$ cat src/rtl/dds_pkg.sv
// dds_pkg: shared mode encodings and constants for the NCO and its bench
package dds_pkg;
  typedef enum logic [1:0] {
    MODE_SINE   = 2'd0,
    MODE_SAW    = 2'd1,
    MODE_SQUARE = 2'd2,
    MODE_TRI    = 2'd3
  } mode_e;
  localparam int NCO_LAT    = 3;
  localparam int DATA_W_DEF = 10;
  localparam int MIDSCALE   = 2 ** (DATA_W_DEF - 1);
endpackage

$ cat src/rtl/dds_nco_if.sv
// dds_nco_if: tick/control inputs, ROM port and sample outputs of the NCO
interface dds_nco_if #(
  parameter int ACC_W   = 16,
  parameter int QADDR_W = 8,
  parameter int DATA_W  = 10
);
  import dds_pkg::*;
  logic               tick;
  logic [ACC_W-1:0]   freq_word;
  logic [ACC_W-1:0]   phase_offset;
  mode_e              mode;
  logic [QADDR_W-1:0] rom_addr;
  logic [DATA_W-2:0]  rom_data;
  logic [DATA_W-1:0]  sample_out;
  logic               sample_valid;
  modport slave (
    input  tick, freq_word, phase_offset, mode, rom_data,
    output rom_addr, sample_out, sample_valid
  );
  modport master (
    output tick, freq_word, phase_offset, mode, rom_data,
    input  rom_addr, sample_out, sample_valid
  );
endinterface

$ cat src/rtl/nco_shaper.sv
// nco_shaper: combinational waveform reconstruction from phase and quarter-wave ROM data
module nco_shaper
  import dds_pkg::*;
#(
  parameter int ACC_W  = 16,
  parameter int DATA_W = 10
) (
  input  mode_e             mode,
  input  logic              neg,
  input  logic [ACC_W-1:0]  ph,
  input  logic [DATA_W-2:0] rom_data,
  output logic [DATA_W-1:0] sample
);
  // negative half: midscale-1-rom_data is just the bitwise complement with a 0 MSB
  always_comb
    sample = mode == MODE_SINE   ? (neg ? {1'b0, ~rom_data} : {1'b1, rom_data}) :
             mode == MODE_SAW    ? ph[ACC_W-1 -: DATA_W] :
             mode == MODE_SQUARE ? {DATA_W{~ph[ACC_W-1]}} :
                                   ph[ACC_W-2 -: DATA_W] ^ {DATA_W{ph[ACC_W-1]}};
endmodule

$ cat src/rtl/dds_nco.sv
// dds_nco: phase accumulator, quarter-wave folding and 3-cycle sample pipeline
module dds_nco
  import dds_pkg::*;
#(
  parameter int ACC_W   = 16,
  parameter int QADDR_W = 8,
  parameter int DATA_W  = 10
) (
  input logic      CLOCK_50,
  input logic      rst_n,
  dds_nco_if.slave bus
);
  localparam logic [DATA_W-1:0] MID = {1'b1, {(DATA_W-1){1'b0}}};
  logic [ACC_W-1:0]   acc_q, acc_d, ph1_q, ph1_d, ph2_q, ph2_d, ph3_q, ph3_d;
  mode_e              mode1_q, mode1_d, mode2_q, mode2_d, mode3_q, mode3_d;
  logic               v1_q, v1_d, v2_q, v2_d, v3_q, v3_d;
  logic               neg2_q, neg2_d, neg3_q, neg3_d;
  logic [QADDR_W-1:0] idx, rom_addr_q, rom_addr_d;
  logic [DATA_W-1:0]  shaped, sample_q, sample_d;
  logic               valid_q, valid_d;
  nco_shaper #(.ACC_W(ACC_W), .DATA_W(DATA_W)) u_shaper (
    .mode     (mode3_q),
    .neg      (neg3_q),
    .ph       (ph3_q),
    .rom_data (bus.rom_data),
    .sample   (shaped)
  );
  always_comb begin
    acc_d      = bus.tick ? acc_q + bus.freq_word : acc_q;
    v1_d       = bus.tick;
    ph1_d      = bus.tick ? acc_q + bus.phase_offset : ph1_q;
    mode1_d    = bus.tick ? bus.mode : mode1_q;
    idx        = ph1_q[ACC_W-3 -: QADDR_W];
    v2_d       = v1_q;
    ph2_d      = v1_q ? ph1_q : ph2_q;
    mode2_d    = v1_q ? mode1_q : mode2_q;
    neg2_d     = v1_q ? ph1_q[ACC_W-1] : neg2_q;
    rom_addr_d = v1_q ? (ph1_q[ACC_W-2] ? ~idx : idx) : rom_addr_q;
    v3_d       = v2_q;
    ph3_d      = v2_q ? ph2_q : ph3_q;
    mode3_d    = v2_q ? mode2_q : mode3_q;
    neg3_d     = v2_q ? neg2_q : neg3_q;
    valid_d    = v3_q;
    sample_d   = v3_q ? shaped : sample_q;
  end
  always_ff @(posedge CLOCK_50)
    if (!rst_n) begin
      acc_q      <= '0;
      v1_q       <= 1'b0;
      v2_q       <= 1'b0;
      v3_q       <= 1'b0;
      rom_addr_q <= '0;
      sample_q   <= MID;
      valid_q    <= 1'b0;
    end else begin
      acc_q      <= acc_d;
      v1_q       <= v1_d;
      v2_q       <= v2_d;
      v3_q       <= v3_d;
      rom_addr_q <= rom_addr_d;
      sample_q   <= sample_d;
      valid_q    <= valid_d;
    end
  // sideband carries no meaning without its valid bit, so it needs no reset
  always_ff @(posedge CLOCK_50) begin
    ph1_q   <= ph1_d;
    mode1_q <= mode1_d;
    ph2_q   <= ph2_d;
    mode2_q <= mode2_d;
    neg2_q  <= neg2_d;
    ph3_q   <= ph3_d;
    mode3_q <= mode3_d;
    neg3_q  <= neg3_d;
  end
  assign bus.rom_addr     = rom_addr_q;
  assign bus.sample_out   = sample_q;
  assign bus.sample_valid = valid_q;
endmodule

$ cat src/flat_wrapper.sv
// flat-port wrapper written by rule: the top's interface ports become plain ports
module dds_nco_flat import dds_pkg::*;
#(
  parameter int ACC_W   = 16,
  parameter int QADDR_W = 8,
  parameter int DATA_W  = 10
)
  (CLOCK_50, rst_n, bus_tick, bus_freq_word, bus_phase_offset, bus_mode, bus_rom_data, bus_rom_addr, bus_sample_out, bus_sample_valid);
  dds_nco_if #(.ACC_W(ACC_W), .QADDR_W(QADDR_W), .DATA_W(DATA_W)) bus_i ();
  input logic CLOCK_50;
  input logic rst_n;
  input wire logic [$bits(bus_i.tick)-1:0] bus_tick;
  input wire logic [$bits(bus_i.freq_word)-1:0] bus_freq_word;
  input wire logic [$bits(bus_i.phase_offset)-1:0] bus_phase_offset;
  input wire logic [$bits(bus_i.mode)-1:0] bus_mode;
  input wire logic [$bits(bus_i.rom_data)-1:0] bus_rom_data;
  output wire logic [$bits(bus_i.rom_addr)-1:0] bus_rom_addr;
  output wire logic [$bits(bus_i.sample_out)-1:0] bus_sample_out;
  output wire logic [$bits(bus_i.sample_valid)-1:0] bus_sample_valid;
  assign bus_i.tick = bus_tick;
  assign bus_i.freq_word = bus_freq_word;
  assign bus_i.phase_offset = bus_phase_offset;
  assign bus_i.mode = bus_mode;
  assign bus_i.rom_data = bus_rom_data;
  assign bus_rom_addr = bus_i.rom_addr;
  assign bus_sample_out = bus_i.sample_out;
  assign bus_sample_valid = bus_i.sample_valid;
  dds_nco #(.ACC_W(ACC_W), .QADDR_W(QADDR_W), .DATA_W(DATA_W)) u_core (.CLOCK_50(CLOCK_50), .rst_n(rst_n), .bus(bus_i));
endmodule
$ cat config.mk
export PLATFORM = sky130hd
export DESIGN_NAME = dds_nco_flat
export DESIGN_NICKNAME = d
export VERILOG_FILES = /design/src/rtl/dds_pkg.sv /design/src/rtl/dds_nco_if.sv /design/src/rtl/nco_shaper.sv /design/src/rtl/dds_nco.sv /design/src/flat_wrapper.sv
export SDC_FILE = /design/constraint.sdc
export NUM_CORES = 1
export LEC_CHECK = 0
export CORE_MARGIN = 10
export CORE_UTILIZATION = 59
export CTS_CLUSTER_SIZE = 10
export DETAILED_ROUTE_END_ITERATION = 12
export HOLD_SLACK_MARGIN = 0.08
export MAX_ROUTING_LAYER = met4
export PLACE_DENSITY = 0.94
export RECOVER_POWER = 50
export SLEW_MARGIN = 20
export SYNTH_ARGS = -nofsm -noshare
export SYNTH_HDL_FRONTEND = slang
export SYNTH_SLANG_ARGS = --single-unit
$ cat constraint.sdc
create_clock -name CLOCK_50 -period 5.7 [get_ports CLOCK_50]
set_input_delay 1.425 -clock CLOCK_50 [delete_from_list [all_inputs] [get_ports CLOCK_50]]
set_output_delay 1.425 -clock CLOCK_50 [all_outputs]
set_load 0.02 [all_outputs]
==> flow_summary.yaml, run 1 <==
power:
  p_int_w: 0.001097
  swShare_pct: 29.87
  p_switching_w: 0.0004672
  cellLeakagePower_nw: 2.054
  seq_power_share_pct: 45.3
  clkPwrFrac_pct: 29.1
  power.total_w: 0.001564
  combPwrFrac_pct: 25.6
  vdd_ir_drop_max_v: 0.0001861
  powerDensity_nw_per_um2: 303.0
yosys:
  syn_avg_cell_area_um2: 9.919
  ys_ff_latch: 77
  async_flop_share_pct: 0
  syn_inst: 428
  synth-edff-count: 39
  synth_warnings: 0
  synth_ff_type: "edfxtp_1"
  ys_seq_area_share_pct: 45.51
  synth_fp_nets: 504
  syn-cell-area_um2: 4245
  synth.distinct_cells: 46
global_route:
  gr-usage-all-layers_pct: 18.97
  antenna_found_initial: 0
  grt_pass1_wl_mm: 16.82
  grt-ovfl-total: 0
  grt_max_degree: 32
  grt_pass1_vias: 3495
setup_path:
  crit_required_ps: 5870
  worstSetupEndpointType: "flip-flop"
  r2r_setup_slack_ps: 3190
  path_max_fanout: 4
  r2r_start: "u_core.acc_q[1]"
  r2r_cells: 7
  arrival_ps: 3800
  r2r-end: "u_core.ph1_q[15]"
  critPathLaunchType: "input port"
  crit_type: "input port to flip-flop"
sta:
  max_slew.worst_pin.slew_ps: 1229
  setup_viol: 0
  fin_ws_ps: 2071
  fin_crit_ps: 3629
  clock_skew_ps: 10.55
  rsz0062_at_grt: "false"
  hold_viol_final: 0
  fmax_mhz: 275.6
  final.setup.tns_ps: 0
  fin_crit_sh_pct: 63.66
  relSlewSlack_pct: 18.08
  slew_viol_final: 0
hold_path:
  hold_class: "flip-flop to flip-flop"
  min-delay-start: "u_core.ph2_q[13]"
  holdPathStages: 0
  holdPathEnd: "u_core.ph3_q[13]"
clocking:
  cts_root_buffer: "clkbuf_8"
  cts_tree: "built"
  clock-sinks: 77
  htree_levels: 3
  post_cts_resized: 0
  cts_buffer_depth: 2
  clk_pin_slew_ps: 80
  hold_buffers: 0
  post_cts_buffers: 0
  cts_buffers: 9
  insertion_delay_ps: 350
finish:
  final_area_um2: 5162
  area_delta_synth_final_pct: 21.60
  fin_util_pct: 74.75
  diodes: 0
  final_layout_size_suffix_gt1_share_pct: 3.862
  nets: 563
  fill_cells: 503
die:
  dieArea_um2: 10990
  coreArea_um2: 6907
  die_w_um: 104.8
  start_util_pct: 61.47
  ioPinCount: 65
  die_h_um: 104.8
  rows: 30
place:
  placed_area_um2: 4951
  io_buffers: 64
  dp_hpwl_mm: 7.406
  pre_cts_ws_ps: 1797
  routabilityCongestion: 0.9049
detailed_routing:
  drc_errors: 0
  via_per_inst: 5.901
  firstDrtPassIters: 4
  ant_nets: 0
  wl_per_cell_um: 17.25
  first_iter_violations: 214
  routed_wl_mm: 10.14
  vias: 3470
status:
  status: "finished clean"
flow_run:
  cap_violations: 0
==> sequential cells by signal, indices dropped and copies added (netlist names) <==
| signal | count |
|---|---|
| u_core.bus.sample_out | 10 |
| u_core.mode3_q | 2 |
| u_core.bus.sample_valid | 1 |
| u_core.v2_q | 1 |
| u_core.neg2_q | 1 |
| u_core.acc_q | 16 |
| u_core.ph2_q | 10 |
| u_core.ph1_q | 11 |
| u_core.ph3_q | 10 |
| u_core.v1_q | 1 |
| u_core.neg3_q | 1 |
| u_core.mode2_q | 2 |
| u_core.bus.rom_addr | 8 |
| u_core.mode1_q | 2 |
| u_core.v3_q | 1 |
==> cell usage after synthesis (all sizes together), types with 3 or more instances <==
cell	instances	area, um2
edfxtp	39	1171
dfxtp	38	760.7
o21ai	37	185.2
nand2	33	123.9
a21oi	32	160.2
ha	29	362.9
nor2	27	101.4
nand2b	21	131.4
xnor2	20	175.2
o211ai	14	105.1
inv	12	45.04
clkbuf	11	41.29
nor2b	11	68.82
a21boi	10	75.07
mux2i	10	100.1
o211a	10	100.1
buf	7	28.78
xor2	7	61.31
a211oi	6	57.56
and2	6	37.54
o21a	6	45.04
a21o	5	37.54
nor3	5	25.02
nand3	4	20.02
o21bai	4	30.03
nand3b	3	22.52
==> power groups by stage <==
stage	logic [W]	registers [W]	clock network, W
after floorplan	0.000282	0.000701	0
after global placement	0.000371	0.000715	0
after detailed placement	0.000391	0.000719	0
after CTS	0.000397	0.000708	0.000457
after global routing	0.000441	0.000716	0.000482
final	0.000401	0.000709	0.000454
==> worst max path at each step <==
stage,from,to,slack (ps),cells after the start
2_1_floorplan,bus_freq_word[0],u_core.acc_q[14],2390,8
3_3_place_gp,bus_freq_word[0],u_core.acc_q[14],1850,9
3_5_place_dp,bus_freq_word[0],u_core.acc_q[14],1800,9
4_1_cts,bus_freq_word[0],u_core.acc_q[14],2160,9
5_1_grt,bus_phase_offset[6],u_core.ph1_q[15],1920,8
6_report,bus_phase_offset[2],u_core.ph1_q[15],2070,8
==> critical path, stage by stage <==
cell and delay, ps:
clkdlybuf4s50_1 410, ha_1 310, nand4_1 90, a21boi_0 460, a22oi_1 240, o211ai_1 390, a2111oi_0 180, a311oi_1 290
==> cell usage in the layout, fill, tap and decap left out, types with 3 or more instances in the layout <==
cell type / count
a211oi_1: 5
a21boi_0: 10
a21o_1: 5
a21oi_1: 32
and2_1: 5
clkbuf_8: 9
clkdlybuf4s50_1: 61
dfxtp_1: 38
dlygate4sd3_1: 3
edfxtp_1: 39
ha_1: 29
inv_1: 12
mux2i_1: 10
nand2_1: 33
nand2b_1: 21
nand3_1: 4
nand3b_1: 3
nor2_1: 27
nor2b_1: 11
nor3_1: 5
o211a_1: 10
o211ai_1: 14
o21a_1: 6
o21ai_0: 36
o21bai_1: 4
xnor2_1: 20
xor2_1: 7
==> metrics by stage <==
stage	instances	hold WS, ps
after global placement	572	401.0
after floorplan	428	400.3
after detailed placement	572	404.5
after global routing	588	426.9
after CTS	588	418.2
final	588	414.9
==> per-layer routing <==
metal / vias up / global-route usage (%) / wire length [um]
li1: 1674 / - / -
met1: 1637 / 20.45 / 4131
met2: 134 / 31.85 / 5169
met3: 25 / 5.467 / 559
met4: 0 / 8.235 / 280
met5: - / - / 0
==> cell type report <==
cell class              count  area, um2  share of cell area, %
multi-input cells         321       2198                  42.58
flip-flops and latches     77       1932                  37.42
repair buffers             66      651.9                  12.63
clock buffers              10      127.6                  2.472
well taps                  96      120.1                  2.327
clock inverters             6      87.58                  1.697
inverters                  12      45.04                 0.8725
==> cells by family after synthesis <==
family	after synthesis	synth area share, %
and+or+nand+nor	119	13.94
muxes	10	2.358
AOI/OAI and AO/OA	135	20.90
xor gates and xnor gates	27	5.570
DFF	77	45.51
buffers and inverters	30	2.711
adders and majority gates	30	9.019
Power figures use the tool's default switching activity.
==> run 2: changes to the inputs <==
- CORE_UTILIZATION: 59 -> 49
- PLACE_DENSITY: 0.94 -> 0.84
- clock period: 5.7 -> 2.9 ns (I/O delays scaled with it)
==> run 2 against run 1 <==
Via count down 1.0%. Sequential power increased by 96%. Flip-flop and latch count unchanged. Global-route usage is 2.9 points lower. Count of clock-buffer cells in the layout rose by 1. Die area increased by 16%. Critical path type unchanged.
==> flow_summary.yaml, run 2 (synthesis gave the netlist of run 1 again) <==
finish:
  final_area_um2: 5280
  area_delta_synth_final_pct: 24.37
  stdcell_count: 618
  nets: 584
  top_register: "u_core.acc_q"
  diodes: 0
  final_layout_size_suffix_gt1_share_pct: 7.407
  largest_register_ffs: 16
  layout_commonest_cell: "clkdlybuf4s50_1"
  fin_util_pct: 63.31
  final_cell_mix: "clkdlybuf4s50_1 (60), edfxtp_1 (39), dfxtp_1 (38), o21ai_0 (36), nand2_1 (33)"
  top_regs: "u_core.acc_q: 16 flops, u_core.ph1_q: 11 flops"
place:
  dp.cells: 602
  routabilityCongestion: 0.8847
  io_buffers: 64
  pre_cts_ws_ps: -205.9
  dp_hpwl_mm: 7.521
  placed_area_um2: 5120
die:
  die_w_um: 113.1
  rows: 33
  ioPinCount: 65
  coreArea_um2: 8341
  dieArea_um2: 12790
  die_h_um: 113.1
  start_util_pct: 50.90
power:
  combPwrFrac_pct: 28.5
  cellLeakagePower_nw: 2.125
  p_int_w: 0.002028
  vdd_ir_drop_max_v: 0.0002698
  powerDensity_nw_per_um2: 555.4
  clkPwrFrac_pct: 24.2
  p_switching_w: 0.0009043
  seq_power_share_pct: 47.4
  swShare_pct: 30.84
flow_run:
  cap_violations: 0
global_route:
  grt_pass1_vias: 3536
  grt-ovfl-total: 0
  antenna_found_initial: 0
  grt_max_degree: 31
  grt_pass1_wl_mm: 16.54
  gr-usage-all-layers_pct: 16.06
sta:
  max_slew.worst_pin.slew_ps: 1076
  relSlewSlack_pct: 28.18
  fin_crit_ps: 2787
  clock_skew_ps: 7.932
  fmax_mhz: 358.8
  setup_viol: 0
  rsz0062_at_grt: "false"
  slew_viol_final: 0
  hold_viol_final: 0
  fin_ws_ps: 112.9
  timing.hold.ws_ps: 416.3
  fin_crit_sh_pct: 96.11
hold_path:
  min-delay-start: "u_core.ph1_q[5]"
  holdPathStages: 0
  holdPathEnd: "u_core.ph2_q[5]"
  hold_class: "flip-flop to flip-flop"
clocking:
  clock-sinks: 77
  hold_buffers: 0
  htree_levels: 3
  cts_root_buffer: "clkbuf_8"
  clk_pin_slew_ps: 80
  cts_tree: "built"
  post_cts_buffers: 0
  cts_buffers: 9
  cts_buffer_depth: 2
  insertion_delay_ps: 350
detailed_routing:
  routed_wl_mm: 10.01
  via_per_inst: 5.558
  ant_nets: 0
  vias: 3435
  firstDrtPassIters: 5
  drc_errors: 0
  first_iter_violations: 214
  wl_per_cell_um: 16.20
setup_path:
  arrival_ps: 2870
  crit_type: "input port to flip-flop"
  r2r_cells: 7
  worstPathCellList: "clkdlybuf4s50_1 > ha_1 > a21oi_1 > o21ai_0 > a22oi_1 > o211ai_1 > a2111oi_0 > a311oi_1"
  r2r_setup_slack_ps: 590
  worstSetupEndpointType: "flip-flop"
  path_max_fanout: 4
  critPathLaunchType: "input port"
  r2r_start: "u_core.acc_q[2]"
  crit_required_ps: 2980
  r2r-end: "u_core.ph1_q[15]"
  cpMaxStageDelayCell: "clkdlybuf4s50_1"
  cp_slowest_stage_delay_ps: 440
status:
  status: "finished clean"
[run 2: layout make-up]
cell class	instances	area (um2)
Clock buffer	11	131.4
Clock inverter	5	36.28
Fill cell	689	3060
Inverter	12	45.04
Multi-Input combinational cell	321	2198
Sequential cell	77	1932
Tap cell	105	131.4
Timing Repair Buffer	87	805.8
[run 2: metal layers]
layer | vias to the layer above | GRT usage (%) | routed length [um]
met2 | 126 | 26.69 | 5027
met1 | 1571 | 17.90 | 4126
met3 | 26 | 3.487 | 611
li1 | 1712 | - | -
met5 | - | - | 0
met4 | 0 | 7.868 | 248
[run 2: worst max-delay path: cells and delay by family]
family / cells / cell delay, ps
compound gates: 6 / 1330
fa+ha+maj: 1 / 370
buf+inv: 1 / 440
[run 2: worst max-delay path by stage]
stage / startpoint / end / slack (ps) / cells after the start
2_1_floorplan: bus_freq_word[0] / u_core.acc_q[14] / 290 / 8
3_3_place_gp: bus_freq_word[0] / u_core.acc_q[14] / -190 / 9
3_5_place_dp: bus_freq_word[0] / u_core.acc_q[14] / -210 / 9
4_1_cts: bus_freq_word[0] / u_core.acc_q[14] / 160 / 9
5_1_grt: bus_phase_offset[4] / u_core.ph1_q[15] / 30 / 8
6_report: bus_phase_offset[6] / u_core.ph1_q[15] / 110 / 8
[run 2: metrics by stage]
step	total power, W	setup TNS, ps
3_3_place_gp	0.002200	-591.7
5_1_grt	0.003101	0
4_1_cts	0.002948	0
6_report	0.002933	0
3_5_place_dp	0.002234	-922.5
2_1_floorplan	0.001932	0
[run 2: what timing repair did]
item,in CTS,in global routing
resized for setup,0,0
setup endpoints to repair,0,1
hold endpoints to repair,0,0
[run 2: power groups by stage]
stage | Clock, W | Sequential, W | Combinational (W)
2_1_floorplan | 0 | 0.00138 | 0.000554
3_3_place_gp | 0 | 0.00141 | 0.000793
3_5_place_dp | 0 | 0.00141 | 0.000822
4_1_cts | 0.000725 | 0.00139 | 0.000834
5_1_grt | 0.000770 | 0.00140 | 0.000927
6_report | 0.000708 | 0.00139 | 0.000835
==> run 3: changes to the inputs <==
- CAP_MARGIN: not set -> 20
- CELL_PAD_IN_SITES_DETAIL_PLACEMENT: not set -> 1
- CELL_PAD_IN_SITES_GLOBAL_PLACEMENT: not set -> 2
- CORE_UTILIZATION: 49 -> 33
- SYNTH_HIERARCHICAL: not set -> 1
==> run 3 against run 2 <==
Die area increased by 49%. Largest cell class unchanged. Area after synthesis increased by 8.1%. First-iteration DRC count decreased by 43%. Clock skew decreased by 1.3 ps. Hold slack improved by 2.2 ps. Sequential power about the same. Power increased by 19%. Via count increased by 5.6%.
==> flow_summary.yaml, run 3 <==
sta:
  setup_viol: 0
  fin_crit_ps: 2776
  final.setup.tns_ps: 0
  relSlewSlack_pct: 22.81
  slew_viol_final: 0
  fin_crit_sh_pct: 95.73
  clock_skew_ps: 6.592
  max_slew.worst_pin.slew_ps: 1158
  timing.hold.ws_ps: 418.5
  hold_viol_final: 0
  fmax_mhz: 360.2
clocking:
  cts_tree: "built"
  cts_buffers: 9
  htree_levels: 3
  cts_buffer_depth: 2
  cts_root_buffer: "clkbuf_16"
  clk_pin_slew_ps: 60
  clock-sinks: 77
  insertion_delay_ps: 330
global_route:
  antenna_found_initial: 0
  met3_usage_pct: 3.188
  grt_pass1_vias: 3917
  met1_usage_pct: 15.36
  busiest_layer: "met2"
  grt_pass1_wl_mm: 19.68
  grt_max_degree: 33
  gr-usage-all-layers_pct: 13.40
  grtUsageMet2_pct: 23.23
  grt-ovfl-total: 0
place:
  routabilityCongestion: 0.8167
  dp_hpwl_mm: 9.766
  io_buffers: 64
hold_path:
  hold_class: "flip-flop to flip-flop"
  holdPathStages: 0
  holdPathEnd: "u_core/ph2_q[15]"
  min-delay-start: "u_core/ph1_q[15]"
detailed_routing:
  routed_wl_mm: 12.35
  drc_errors: 0
  vias: 3626
  first_iter_violations: 121
  wl_per_cell_um: 17.40
  ant_nets: 0
  firstDrtPassIters: 4
  via_per_inst: 5.107
yosys:
  syn_avg_cell_area_um2: 10.31
  synth_warnings: 6
  synth_fp_nets: 523
  syn-cell-area_um2: 4588
  syn_inst: 445
setup_path:
  crit_type: "input port to flip-flop"
  arrival_ps: 2860
  crit_required_ps: 2990
  cp.depth: 10
  cp_slowest_stage_delay_ps: 400
  r2r_setup_slack_ps: 600
  r2r-end: "u_core/ph1_q[10]"
  critPathLaunchType: "input port"
  worstSetupEndpointType: "flip-flop"
  crit_buf_inv: 2
  crit_family: "compound AO/OA/AOI/OAI gates"
  path_max_fanout: 2
  r2r_cells: 9
  worstPathCellList: "clkdlybuf4s50_1 > ha_1 > fa_1 > a21oi_2 > o21ai_2 > a2111oi_4 > buf_4 > o31ai_1 > a21oi_1 > xnor2_1"
  r2r_start: "u_core/acc_q[0]"
  cpMaxStageDelayCell: "clkdlybuf4s50_1"
die:
  dieArea_um2: 19020
  ioPinCount: 65
  start_util_pct: 33.31
  rows: 43
  coreArea_um2: 13770
  die_h_um: 137.9
  die_w_um: 137.9
finish:
  fin_util_pct: 42.29
  layout_commonest_cell: "clkdlybuf4s50_1"
  largest_register_ffs: 16
  final_cell_mix: "clkdlybuf4s50_1 (60), nor2_1 (49), edfxtp_1 (39), dfxtp_1 (38), ha_1 (30)"
  top_register: "u_core/acc_q"
  final_layout_size_suffix_gt1_share_pct: 12.64
  diodes: 0
  area_delta_synth_final_pct: 26.94
  nets: 603
flow_run:
  cap_violations: 0
power:
  powerDensity_nw_per_um2: 600.6
  cellLeakagePower_nw: 2.246
  vdd_ir_drop_max_v: 0.0002858
status:
  status: "finished clean"
-- run 3: stage by stage --
stage               setup slack (ps)  std cells  cell area, um2  total power [W]
floorplan                      298.7        445            4588         0.002009
global placement              -252.4        693            5499         0.002293
detailed placement            -295.6        693            5499         0.002339
CTS                            22.22        709            5818         0.003533
global route                  -6.218        710            5824         0.003697
finish                         123.8        710            5824         0.003498
-- run 3: what timing repair did --
action | CTS | global route
hold buffers | 0 | 0
gates resized for setup | 0 | 3
setup endpoints to repair | 0 | 3
endpoints found under the hold margin | 0 | 0
buffers inserted | 0 | 1
-- run 3: area by class of cell --
cell class	instances	area, um2
clock buffers	12	289.0
clock inverters	4	30.03
fillers	1595	7949
inverters	11	41.29
multi-input cells	337	2490
flip-flops and latches	77	1932
well taps	180	225.2
repair buffers	89	817.0
-- run 3: how the worst max path moves through the flow --
stage	start	end	slack [ps]
global placement	bus_phase_offset[0]	u_core/ph1_q[12]	-250
CTS	bus_phase_offset[0]	u_core/ph1_q[12]	20
floorplan	bus_phase_offset[0]	u_core/ph1_q[12]	300
global route	bus_phase_offset[0]	u_core/ph1_q[10]	-6
detailed placement	bus_phase_offset[0]	u_core/ph1_q[12]	-300
finish	bus_phase_offset[0]	u_core/ph1_q[10]	120
-- run 3: metal layers --
metal | wire [um] | vias up
met3 | 477 | 12
met2 | 6187 | 62
met1 | 5532 | 1743
li1 | - | 1809
met5 | 0 | -
met4 | 157 | 0
-- run 3: worst register-to-register path, delay by kind of cell (launching register included) --
kind	cells	cell delay [ps]
compound gates	5	860
fa+ha+maj	2	600
flops	1	330
buf+inv	1	180
xor+xnor	1	80
-- run 3: power breakdown --
group	switching (W)	internal (W)
sequential	0.0000993	0.00128
clock	0.000459	0.000715
combinational	0.000483	0.000460
total	0.00104	0.00246
